<file path="src/rtl/dfe_out_fifo.sv">
// dfe_out_fifo: FWFT output elastic buffer behind the DFE core output.
// Optional macro DFE_OUT_FIFO_SAT_EN saturates flagged samples at push.
module dfe_out_fifo #(
    parameter int DATA_WIDTH     = 16,
    parameter int DEPTH          = 16,
    parameter int AFULL_THRESH   = 12,
    parameter int DROP_CNT_WIDTH = 16
) (
    input  logic                      clk,
    input  logic                      rst,
    input  logic                      valid_in,
    input  logic [DATA_WIDTH-1:0]     data_in,
    input  logic                      ovf_in,
    input  logic                      unf_in,
    output logic                      m_valid,
    input  logic                      m_ready,
    output logic [DATA_WIDTH-1:0]     m_data,
    output logic [1:0]                m_flags,
    output logic [$clog2(DEPTH):0]    level,
    output logic                      almost_full,
    output logic [DROP_CNT_WIDTH-1:0] drop_cnt,
    output logic                      sticky_drop,
    input  logic                      clr_err
);

    localparam int AW = $clog2(DEPTH);
    localparam int LW = AW + 1;
    localparam int EW = DATA_WIDTH + 2;

    localparam logic [LW-1:0] FULL_LVL = LW'(DEPTH);
    localparam logic [LW-1:0] AF_LVL   = LW'(AFULL_THRESH);

    logic [EW-1:0] mem [DEPTH];
    logic [AW-1:0] wr_ptr;
    logic [AW-1:0] rd_ptr;
    logic [EW-1:0] last_q;
    logic [EW-1:0] head;
    logic [EW-1:0] wr_entry;
    logic [DATA_WIDTH-1:0] wr_data;
    logic [LW-1:0] level_nxt;
    logic          full;
    logic          pop;
    logic          push;
    logic          drop;
    logic          cnt_sat;

    assign full    = (level == FULL_LVL);
    assign m_valid = (level != '0);
    assign pop     = m_valid & m_ready;
    assign push    = valid_in & (~full | pop);
    assign drop    = valid_in & full & ~pop;
    assign cnt_sat = &drop_cnt;

    // Once empty, keep presenting the last entry handed out.
    assign head    = m_valid ? mem[rd_ptr] : last_q;
    assign m_data  = head[DATA_WIDTH-1:0];
    assign m_flags = head[EW-1:DATA_WIDTH];

`ifdef DFE_OUT_FIFO_SAT_EN
    localparam logic [DATA_WIDTH-1:0] MAX_POS =
        {1'b0, {(DATA_WIDTH-1){1'b1}}};
    localparam logic [DATA_WIDTH-1:0] MIN_NEG =
        {1'b1, {(DATA_WIDTH-1){1'b0}}};

    always_comb begin
        wr_data = data_in;
        if (ovf_in)
            wr_data = MAX_POS;
        else if (unf_in)
            wr_data = MIN_NEG;
    end
`else
    assign wr_data = data_in;
`endif

    assign wr_entry = {ovf_in, unf_in, wr_data};

    always_comb begin
        level_nxt = level;
        unique case ({push, pop})
            2'b10:   level_nxt = level + 1'b1;
            2'b01:   level_nxt = level - 1'b1;
            default: level_nxt = level;
        endcase
    end

    always_ff @(posedge clk) begin
        if (push)
            mem[wr_ptr] <= wr_entry;
    end

    always_ff @(posedge clk or posedge rst) begin
        if (rst) begin
            wr_ptr      <= '0;
            rd_ptr      <= '0;
            level       <= '0;
            almost_full <= 1'b0;
            last_q      <= '0;
        end else begin
            if (push)
                wr_ptr <= wr_ptr + 1'b1;
            if (pop) begin
                rd_ptr <= rd_ptr + 1'b1;
                last_q <= mem[rd_ptr];
            end
            level       <= level_nxt;
            almost_full <= (level_nxt >= AF_LVL);
        end
    end

    // A drop in the same cycle as clr_err is kept as a fresh event.
    always_ff @(posedge clk or posedge rst) begin
        if (rst) begin
            drop_cnt    <= '0;
            sticky_drop <= 1'b0;
        end else if (drop) begin
            sticky_drop <= 1'b1;
            if (clr_err)
                drop_cnt <= DROP_CNT_WIDTH'(1);
            else if (!cnt_sat)
                drop_cnt <= drop_cnt + 1'b1;
        end else if (clr_err) begin
            drop_cnt    <= '0;
            sticky_drop <= 1'b0;
        end
    end

endmodule

</file>
<file path="config.mk">
export PLATFORM = sky130hd
export DESIGN_NAME = dfe_out_fifo
export DESIGN_NICKNAME = d
export VERILOG_FILES = /design/src/rtl/dfe_out_fifo.sv
export SDC_FILE = /design/constraint.sdc
export NUM_CORES = 1
export LEC_CHECK = 0
export BUFFER_PORTS_ARGS = -buffer_cell sky130_fd_sc_hd__buf_2
export CAP_MARGIN = 5
export CORE_ASPECT_RATIO = 0.9
export CORE_MARGIN = 3
export CORE_UTILIZATION = 61
export DETAILED_ROUTE_END_ITERATION = 16
export PLACE_DENSITY = 0.8
export SLEW_MARGIN = 20
export SYNTH_ARGS = -nofsm -noshare
export SYNTH_HDL_FRONTEND = slang
export SYNTH_SLANG_ARGS = --single-unit
</file>
<file path="constraint.sdc">
create_clock -name clk -period 3.55 [get_ports clk]
set_clock_uncertainty 0.15 [all_clocks]
set_input_delay 0 -clock clk [delete_from_list [all_inputs] [get_ports clk]]
set_output_delay 0 -clock clk [all_outputs]
set_load 0.02 [all_outputs]
</file>
Yosys cells after proc, flatten, opt, wreduce, memory -nomap -nowiden
Memories as Yosys holds them, arrays and structs flattened.
Index checks and enable logic that the tools add are counted.
{ "word_totals": {"reg_bits": 49, "mem_bits_rw": 288, "input_bits": 23, "out_inout_bits": 42, "wordCells": 39, "n_memories": 1} }
{ "op_classes": {"n_addsub": 5, "order_cmp": 1, "n_eq_ne": 4, "mux": 10, "n_bitwise": 7, "n_reduce_logical": 4} }
{ "mem_list": {"columns": ["name", "depth", "word_bits", "read_ports", "rd_ports_with_merged_regs", "wr", "line", "source"], "rows": [
  ["mem", 16, 18, 1, 0, 1, "33", "logic [EW-1:0] mem [DEPTH];"]
]} }
{ "ops": {"columns": ["cell", "count"], "rows": [
  ["$mux 16", 4],
  ["$mux 18", 1],
  ["$add 16x1->16 const B", 1],
  ["$reduce_and 16->1", 1],
  ["$pmux 5 s2", 1],
  ["$add 4x1->4 const B", 2],
  ["$add 5x1->5 const B", 1],
  ["$eq 5x5->1 const B", 1],
  ["$ge 5x4->1 const B", 1],
  ["$reduce_bool 5->1", 1],
  ["$sub 5x1->5 const B", 1],
  ["$and 1x1->1", 4],
  ["$mux 1", 4],
  ["$eq 2x1->1 const B", 1],
  ["$eq 2x2->1 const B", 1],
  ["$ne 2x2->1 const B", 1],
  ["$not 1->1", 2],
  ["$reduce_and 2->1", 1],
  ["$reduce_bool 2->1", 1],
  ["$or 1x1->1", 1]
]} }

Depth between registers and ports, before layout
{ "depth": {"word_depth": 7, "ltp_mapped": 16, "ltp_nobuf": 13} }

Worst setup path after synthesis
OpenSTA, ideal clock, no wires.
{ "synth_path": {"kind": "reg-to-reg", "start": "reg level[1]", "end": "reg almost_full", "setup_time_ns": 0.118, "t_arrival_ns": 3.118, "required_ns": 3.282, "slack_ns": 0.164, "path_stages_with_launch": 17, "n_path_buf": 3, "synth_period_minus_slack_ns": 3.386, "cell_sequence": "dfrtp_1 -> buf_6 -> nor4_4 -> and2b_2 -> buf_6 -> inv_2 -> nand2_2 -> inv_1 -> ha_1 -> buf_2 -> xor2_1 -> ha_1 -> a21oi_1 -> or3b_2 -> a31oi_1 -> xor2_1 -> a21o_1"} }
{ "synth_between": {"elab_chain_cells": 7, "word_cells_on_any_way": 12, "cone_classes": "add/sub: 2; order compare: 1; eq/ne: 3; mux: 1; bitwise: 4; reduce/logical: 1"} }
{ "synth_rtl": {"columns": ["element", "line", "source"], "rows": [
  ["from (decl)", "19", "output logic [$clog2(DEPTH):0] level,"],
  ["from (signal assigned)", "106", "level <= level_nxt;"],
  ["$reduce_bool 5->1 *", "48", "assign m_valid = (level != '0);"],
  ["net m_valid", "15", "output logic m_valid,"],
  ["$and 1x1->1 *", "49", "assign pop = m_valid & m_ready;"],
  ["net pop", "42", "logic pop;"],
  ["$or 1x1->1", "50", "assign push = valid_in & (~full | pop);"],
  ["$and 1x1->1", "50", null],
  ["$eq 2x1->1 / $eq 2x2->1 (equally long branches)", "80", "unique case ({push, pop})"],
  ["$pmux 5 s2 *", "80", null],
  ["net level_nxt[4]", "40", "logic [LW-1:0] level_nxt;"],
  ["$ge 5x4->1 *", "107", "almost_full <= (level_nxt >= AF_LVL);"],
  ["to (signal assigned)", "107", null],
  ["to (decl)", "20", "output logic almost_full,"]
]} }
Mark *: on every way through the listed nets, which the timed path passes. The rest lies on a longest branch.
A chain may end at the register's enable or synchronous reset.

Worst setup path after layout
{ "layout_path": {"start": "reg level[4]", "end": "reg almost_full"} }
{ "layout_between": {"elab_chain_cells": 7, "word_cells_on_any_way": 12, "cone_classes": "add/sub: 2; order compare: 1; eq/ne: 3; mux: 1; bitwise: 4; reduce/logical: 1"} }
{ "layout_rtl": {"columns": ["element", "line"], "rows": [
  ["$reduce_bool 5->1 / $eq 5x5->1 (equally long branches)", "48, 47"],
  ["$and 1x1->1 / $not 1->1 (equally long branches)", "49, 50"],
  ["$or 1x1->1", "50"],
  ["$and 1x1->1", "50"],
  ["$eq 2x1->1 / $eq 2x2->1 (equally long branches)", "80"],
  ["$pmux 5 s2 *", "80"],
  ["net level_nxt[4]", "40"],
  ["$ge 5x4->1 *", "107"]
]} }
Marks and branches as above.

==> results.cfg <==
[final_layout]
nFillCells = 1267
layout-drive-gt1-share_pct = 27.4
antenna_cells = 0
areaGrowthSynthToFinish_pct = 15.1
finalNetCount = 889

[worst_setup_path]
worst_ep_required_time_ns = 3.88
end_kind = flop
start_kind = flop
crit_fanout = 11
r2r_cells = 12
critical-path-top-delay-family = simple AND/OR/NAND/NOR gates
critPathArrivalTime_ns = 3.65
cp.depth = 12
worst-path-buf-inv = 1
path_cells = nor2b_1 -> nand2_1 -> and2_1 -> inv_1 -> ha_1 -> xor2_1 -> ha_1 -> a21oi_1 -> or3b_2 -> a31oi_1 -> xor2_1 -> a21o_1
max_stage_delay_ns = 0.44
crit_slowest_cell = or3b_2
crit_type = flop to flop

[power_and_ir_drop]
leakagePower_nw = 5.44
p_sw_w = 0.00391
powerDensity_nw_per_um2 = 784
internal_power_w = 0.00828
combPwrFrac_pct = 31.0
peakVddDrop_uv = 480
seqPwrFrac_pct = 43.0
power_w = 0.0122
clkPwrFrac_pct = 26.0
p_sw_share_pct = 32.1

[place]
dp_hpwl_um = 17700
place.gp.congestion = 0.837
io_buffers = 64

[yosys]
yosysSeqAreaShare_pct = 73.1
synth-seq-cells = 337
syn-cell-area_um2 = 13500
async_reset_ff_share_pct = 14.5
synth_warnings = 0
synthFlopType = edfxtp_1
netlist-cell-type-count = 52
synth_area_per_cell_um2 = 18.4
synth_cells = 733
synth_edf_count = 288
synthesis.nets = 765

[route]
wl_per_cell_um = 25.2
routed_wirelength_um = 29500
ant_nets = 0
vias = 7431
vias_per_cell = 6.35
drt-pass1-iter-count = 6
drc = 0
drt_iter0_drc = 1006

[clock_tree]
clk_latency_ns = 0.55
cts_root_buf = clkbuf_16
clk_pin_slew_ns = 0.06
clock-sinks = 337
cts-resized-gates = 0
cts_max_level = 1
cts_buffers = 31
clk_path_buf_depth = 3
tritoncts = yes

[timing]
finalMaxSlewViolations = 0
final.min_clock_period_ns = 3.31
setup_viol = 0
worst-slew-pin-transition_ns = 1.12
fin_crit_sh_pct = 93.3
max_freq_ghz = 0.302
finalHoldViolCount = 3
relSlewSlack_pct = 24.9
timing.hold.ws_ns = -0.00306
tns_ns = 0

[grt]
overflow = 0
antenna_found_initial = 0
grt_pass1_vias = 7577
grt_use_total_pct = 25.5
grt_max_degree = 44
grt_pass1_wl_um = 45800

[floorplan]
die_area_um2 = 24000
die_x_um = 163
rows = 51
dieHeight_um = 147
coreArea_um2 = 21700
num_io_pins = 65
initial_utilization_pct = 62.3

[outcome]
violations = negative hold slack
outcome = finished, violations left

[worst_hold_path]
hp-class = input pin to asynchronous set/reset pin

[job]
max_cap_viol_count = 0
[worst paths after layout]
check,startpoint,endpoint,slack [ns]
setup / recovery,level[4],almost_full,0.24
hold / removal,rst,last_q[7],-0.003
setup reg to reg,level[4],almost_full,0.24
hold reg to reg,last_q[17],last_q[17],0.34
max in group asynchronous,rst,rd_ptr[0],2.51
min in group clk,data_in[0],mem[7][0],0.22
[cells by family (layout without fill, tap and decap cells)]
group,count (synthesis),after routing,synth area share [%]
adder cells (fa/ha/maj),9,9,0.834
flip-flops,337,337,73.1
XOR/XNOR,23,23,1.49
AO/OA/AOI/OAI,91,91,4.62
AND/OR/NAND/NOR,150,150,5.81
multiplexers,75,75,12.2
buffers and inverters,48,195,1.92
[metal layers]
layer	global-route usage, %	part of all wire [%]	routed length (µm)
met1	36.6	39	11500
met2	41.7	50	14800
met3	4.06	8.6	2530
met4	6.77	2.5	735
met5	0	0	0
[synthesized netlist by cell type (all sizes together), types with 2 or more instances]
master,count,area (µm²)
nor2b,5,31.3
a31oi,2,12.5
a21oi,4,20.0
nor3,2,10.0
xnor2,14,123
dfrtp,49,1230
o21ai,39,195
nor3b,6,45.0
xor2,9,78.8
o211ai,2,15.0
a22o,36,315
clkbuf,13,50.0
a21o,3,22.5
buf,26,164
and4,9,78.8
mux2,2,22.5
inv,7,26.3
and3,9,57.6
nor2,37,139
nand4,4,25.0
nand2,49,186
and2,9,57.6
edfxtp,288,8650
mux4,72,1620
nor4,5,46.3
nand3,9,57.6
ha,9,113
[state kept, by name, summed over array words and instances (netlist names)]
name	flops
rd_ptr	4
mem	288
almost_full	1
drop_cnt	16
last_q	18
sticky_drop	1
wr_ptr	4
level	5
[cell usage in the layout, fill, tap and decap left out, types with 5 or more instances in the layout]
master	count
buf_4	42
dfrtp_1	47
and4_1	9
nand2_1	48
clkbuf_16	31
inv_1	5
nor2b_1	5
nor2_1	37
dlygate4sd3_1	24
xor2_1	9
edfxtp_1	288
buf_2	64
a22o_1	36
and3_1	8
ha_1	9
clkinv_1	6
nand3_1	8
and2_1	8
xnor2_1	14
clkinv_2	6
clkbuf_1	6
mux4_2	72
o21ai_0	36
[through the flow]
stage	hold slack (ns)	area [µm²]	instances	utilization, %	worst slack, ns
global placement	0.0131	14300	1089	66.0	0.388
floorplan	-0.0511	13500	733	-	0.164
CTS	0.0171	15500	1169	71.6	0.127
global route	0.0530	15600	1171	71.7	-0.0211
detailed placement	0.0424	14300	1089	66.0	0.122
finish	-0.00306	15600	1171	71.7	0.236
[power groups by stage]
| stage | clock network [W] | logic [W] | registers (W) |
|---|---|---|---|
| 2_1_floorplan | 0 | 0.00267 | 0.00509 |
| 3_3_place_gp | 0 | 0.00358 | 0.00527 |
| 3_5_place_dp | 0 | 0.00371 | 0.00532 |
| 4_1_cts | 0.00321 | 0.00377 | 0.00524 |
| 5_1_grt | 0.00338 | 0.00405 | 0.00530 |
| 6_report | 0.00317 | 0.00378 | 0.00524 |
[worst register-to-register path, delay by kind of cell, from the launching register on]
| family | cells | cell delay [ns] |
|---|---|---|
| flops | 1 | 0.41 |
| buf+inv | 1 | 0.19 |
| simple gates | 4 | 1.19 |
| compound gates | 3 | 0.42 |
| xor+xnor | 2 | 0.44 |
| fa+ha+maj | 2 | 0.47 |
[layout make-up]
type / instances / area, µm² / share of cell area [%]
timing repair buffer: 132 / 916 / 5.89
clock inverter: 19 / 174 / 1.12
inverter: 7 / 26.3 / 0.169
multi-input combinational: 348 / 3400 / 21.8
sequential: 337 / 9880 / 63.5
clock buffer: 37 / 798 / 5.13
tap: 291 / 364 / 2.34
[timing repair]
item	CTS	global route
setup endpoints to repair	0	2
hold endpoints to repair	366	0
hold buffers	24	0
buffers inserted	0	2
No activity file was read; power rests on OpenSTA's default activity.
